===== src/rtl/bus_access_sequencer.sv =====
// Data-access sequencer: borrows the shared memory bus from instruction fetch for one
// load/store, tolerates wait states up to MAX_WAIT, then holds the bus one recovery cycle.
module bus_access_sequencer #(
   parameter int unsigned WIDTH      = 8,
   parameter int unsigned ADDR_WIDTH = 16,
   parameter int unsigned MAX_WAIT   = 7
) (
   input  logic                  clk,
   input  logic                  reset_n,
   input  logic                  req_valid,
   output logic                  req_ready,
   input  logic                  req_write,
   input  logic [ADDR_WIDTH-1:0] req_addr,
   input  logic [WIDTH-1:0]      req_wdata,
   output logic [ADDR_WIDTH-1:0] addr_out,
   output logic [WIDTH-1:0]      bus_out,
   output logic                  bus_oe,
   output logic                  mem_we,
   input  logic                  mem_ready,
   input  logic [WIDTH-1:0]      bus_in,
   output logic [WIDTH-1:0]      rd_data,
   output logic                  rd_valid,
   output logic                  timeout,
   output logic                  bus_request,
   output logic                  fetch_suppress
);

   typedef enum logic [1:0] {
      StIdle,
      StAccess,
      StRecover
   } state_e;

   localparam logic [3:0] MaxWait = 4'(MAX_WAIT);

   state_e                state_q, state_d;
   logic [3:0]            wait_q, wait_d;
   logic                  abort_q, abort_d;
   logic                  rd_done_q, rd_done_d;
   logic                  write_q, write_d;
   logic [ADDR_WIDTH-1:0] addr_q, addr_d;
   logic [WIDTH-1:0]      wdata_q, wdata_d;
   logic [WIDTH-1:0]      rd_data_q, rd_data_d;

   always_ff @(posedge clk) begin
      if (!reset_n) begin
         state_q   <= StIdle;
         wait_q    <= 4'd0;
         abort_q   <= 1'b0;
         rd_done_q <= 1'b0;
         write_q   <= 1'b0;
         addr_q    <= '0;
         wdata_q   <= '0;
         rd_data_q <= '0;
      end else begin
         state_q   <= state_d;
         wait_q    <= wait_d;
         abort_q   <= abort_d;
         rd_done_q <= rd_done_d;
         write_q   <= write_d;
         addr_q    <= addr_d;
         wdata_q   <= wdata_d;
         rd_data_q <= rd_data_d;
      end
   end

   always_comb begin
      state_d        = state_q;
      wait_d         = wait_q;
      abort_d        = abort_q;
      rd_done_d      = rd_done_q;
      write_d        = write_q;
      addr_d         = addr_q;
      wdata_d        = wdata_q;
      rd_data_d      = rd_data_q;
      req_ready      = 1'b0;
      bus_oe         = 1'b0;
      mem_we         = 1'b0;
      rd_valid       = 1'b0;
      timeout        = 1'b0;
      bus_request    = 1'b0;
      fetch_suppress = 1'b0;

      case (state_q)
         StIdle: begin
            req_ready = 1'b1;
            if (req_valid) begin
               write_d   = req_write;
               addr_d    = req_addr;
               wdata_d   = req_wdata;
               wait_d    = 4'd0;
               abort_d   = 1'b0;
               rd_done_d = 1'b0;
               state_d   = StAccess;
            end
         end
         StAccess: begin
            bus_request = 1'b1;
            bus_oe      = write_q;
            mem_we      = write_q;
            // Completion is checked before the wait limit so a late ready still wins.
            if (mem_ready) begin
               if (!write_q) begin
                  rd_data_d = bus_in;
               end
               rd_done_d = !write_q;
               state_d   = StRecover;
            end else if (wait_q == MaxWait) begin
               abort_d = 1'b1;
               state_d = StRecover;
            end else begin
               wait_d = wait_q + 4'd1;
            end
         end
         StRecover: begin
            bus_request    = 1'b1;
            fetch_suppress = 1'b1;
            rd_valid       = rd_done_q;
            timeout        = abort_q;
            state_d        = StIdle;
         end
         default: begin
            state_d = StIdle;
         end
      endcase
   end

   assign addr_out = addr_q;
   assign bus_out  = bus_oe ? wdata_q : '0;
   assign rd_data  = rd_data_q;

endmodule


===== config.mk =====
export PLATFORM = sky130hd
export DESIGN_NAME = bus_access_sequencer
export DESIGN_NICKNAME = d
export VERILOG_FILES = /design/src/rtl/bus_access_sequencer.sv
export SDC_FILE = /design/constraint.sdc
export NUM_CORES = 1
export LEC_CHECK = 0
export BUFFER_PORTS_ARGS = -buffer_cell sky130_fd_sc_hd__buf_2
export CAP_MARGIN = 10
export CELL_PAD_IN_SITES_DETAIL_PLACEMENT = 0
export CELL_PAD_IN_SITES_GLOBAL_PLACEMENT = 2
export CORE_ASPECT_RATIO = 1.2
export CORE_MARGIN = 5
export CORE_UTILIZATION = 23
export CTS_CLUSTER_SIZE = 16
export DETAILED_ROUTE_END_ITERATION = 10
export PLACE_DENSITY = 0.72
export SETUP_SLACK_MARGIN = 0.15
export SYNTH_ARGS = -nofsm -noshare
export SYNTH_HDL_FRONTEND = slang
export SYNTH_SLANG_ARGS = --single-unit

===== constraint.sdc =====
create_clock -name clk -period 2.7 [get_ports clk]
set_clock_uncertainty 0.1 [all_clocks]
set_input_delay 0.135 -clock clk [delete_from_list [all_inputs] [get_ports clk]]
set_output_delay 0.135 -clock clk [all_outputs]
set_load 0.02 [all_outputs]

==> impl_metrics.toml <==
[synthesis]
ys_seq_elements = 41
ys_top_cells_by_count = "nand2_1, dfxtp_1, a21oi_1"
synth_area_per_cell_sq_um = 8.22
synth_largest_area_cell = "dfxtp_1"
syn_nets = 253
synth_cell_type_count = 26
syn_inst = 210
syn_area_sq_mm = 0.00173
synth_edf_count = 0
synth_top_area_share_pct = 47.6
yosys-top-cells-area = "dfxtp_1, nand2_1, a21oi_1, mux2i_1, ha_1"
ys_seq_area_share_pct = 47.6
synthArstFlopShare_pct = 0
synth_flop_cell = "dfxtp_1"
yosys_warnings = 0
synth_most_common_cell = "nand2_1"

[clock_network]
cts_setup_buffers = 0
path_clk_slew_ns = 0.08
cts_htree_levels = 2
cts-root-buf = "clkbuf_8"
cts_sinks = 41
clock_latency_ns = 0.29
cts_buffer_depth = 2
cts_tree = "built"
cts_buffers = 5

[timing]
fin_setup_tns_ns = 0
rsz0062_at_grt = "false"
tightestPinTransition_ns = 0.702
finalWorstSetupSlack_ns = 0.783
fmax_ghz = 0.522
hold_viol_final = 0
setup_viol = 0
max_slew_margin_pct = 53.1
fin_crit_ns = 1.92
finalCritPeriodShare_pct = 71.0
maxSlewViolCount = 0

[floorplan]
start_util_pct = 23.7
num_rows = 34
die_w_um = 89.1
dieHeight_um = 105
coreArea_sq_mm = 0.00727
die-area_sq_mm = 0.00934
pin_count = 76

[routing]
vias_per_cell = 4.28
vias = 1734
routed_wl_um = 4900
drt_iter0_drc = 65
ant_nets = 0
drc_errors = 0
drt-pass1-iter-count = 4
avgRoutedWirePerCell_um = 12.1

[worst_hold_path]
min_path_type = "input port to flop"
hold_depth = 3

[worst_setup_path]
path_cells = "inv_1 > ha_1 > mux2i_1 > or4_1 > a31oi_1"
cp_num_cells = 5
cp_max_fo = 9
cp-end-kind = "flop"
crit_path_start_kind = "flop"
critPathKind = "flop to flop"
cp_slowest_cell = "or4_1"
cp_slowest_stage_delay_ns = 0.55
path_delay_family = "simple AND/OR/NAND/NOR gates"
cp.required_ns = 2.82
ff2ff_path_depth = 5
worst-endpoint-arrival_ns = 2.04
path_buf_inv = 1

[global_routing]
grt_overflow = 0
antenna_found_initial = 0
grt_usage_pct = 10.9
grt_pass1_wl_um = 8290
grt_pass1_vias = 1731
grt_max_degree = 27

[power_and_ir_drop]
p_leak_nw = 1.27
ir_drop_uv = 333
power.density_mw_per_mm2 = 743

[placement]
post-dp-hpwl_um = 3380
post-place-ws_ns = 0.742
port_buffers = 75
routabilityCongestion = 0.724

[outcome]
status = "finished, final reports clean"

[run]
cap_violations = 0

[finish]
diodes = 0
area_growth_pct = 52.9
final_layout_size_suffix_gt1_share_pct = 27.6
final_nets = 357
fillers = 786
-- path summary, 6_finish.rpt --
path / start / endpoint / slack (ns)
max: state_q[0] / wait_q[1] / 0.78
min: reset_n / state_q[0] / 0.05
max reg2reg: state_q[0] / wait_q[1] / 0.78
min reg2reg: wdata_q[7] / wdata_q[7] / 0.35
-- sequential cells by signal (all words and copies together), names as in the netlist --
register   cells
wait_q         4
rd_done_q      1
rd_data        8
state_q        2
wdata_q        8
write_q        1
addr_out      16
abort_q        1
-- where the power goes --
group	internal, mW	switching, mW	leakage [nW]
Clock	0.302	0.212	0.0585
Combinational	0.262	0.424	0.879
Sequential	0.703	0.0581	0.335
-- layer usage --
metal / routed length (um) / GRT usage (%) / vias up
li1: - / - / 906
met1: 2130 / 13.2 / 770
met2: 2320 / 18.2 / 52
met3: 400 / 3.94 / 6
met4: 53 / 2.87 / 0
met5: 0 / 0 / -
-- worst reg2reg max path: cells and delay by family (launching register included) --
kind	cells	cell delay [ns]
buffers and inverters	1	0.10
DFF	1	0.39
and+or+nand+nor	1	0.55
adders and majority gates	1	0.28
muxes	1	0.28
AOI/OAI and AO/OA	1	0.16
-- area by class of cell --
cell class              count  area [sq um]  share of cell area, %
clock buffers               7          86.3                   3.27
clock inverters             1          30.0                   1.14
inverters                   4          15.0                  0.569
multi-input cells         150           825                   31.3
flip-flops and latches     41           821                   31.1
well taps                  90           113                   4.27
repair buffers            112           748                   28.4
-- per-stage QoR --
| stage | power (mW) | hold slack, ns | instance area [sq um] | instances | utilization [%] |
|---|---|---|---|---|---|
| 6_report | 1.96 | 0.0548 | 2640 | 405 | 36.3 |
| 5_1_grt | 2.11 | 0.0699 | 2640 | 405 | 36.3 |
| 4_1_cts | 2.01 | 0.0418 | 2640 | 405 | 36.3 |
| 3_5_place_dp | 1.44 | 0.277 | 2190 | 364 | 30.1 |
| 3_3_place_gp | 1.44 | 0.264 | 2190 | 364 | 30.1 |
| 2_1_floorplan | 1.23 | 0.171 | 1730 | 210 | - |
-- cell usage in the layout, fill, tap and decap left out, drive strengths merged, types with 2 or more instances in the layout --
master,n
buf,79
nand2,61
dfxtp,41
dlygate4sd3,33
a21oi,28
mux2i,11
and3,8
nor2,8
clkbuf,7
ha,6
and2,4
inv,4
nand4b,3
nand2b,3
or4,3
a31oi,3
o211ai,2
nand3,2
o21ai,2
-- timing repair --
| action | 4_1_cts | 5_1_grt |
|---|---|---|
| endpoints found under the hold margin | 33 | 0 |
| hold buffers | 33 | 0 |
| endpoints found under the setup margin | 0 | 0 |
| resized for setup | 0 | 0 |
-- kinds of logic (layout without fill, tap and decap cells) --
logic type / after synthesis / after routing / share of synthesized area, %
multiplexers: 11 / 11 / 6.38
buffers and inverters: 19 / 124 / 4.64
adder cells (fa/ha/maj): 6 / 6 / 4.35
AO/OA/AOI/OAI: 37 / 37 / 11.5
AND/OR/NAND/NOR: 96 / 96 / 25.5
flip-flops: 41 / 41 / 47.6
Power figures use the tool's default switching activity.
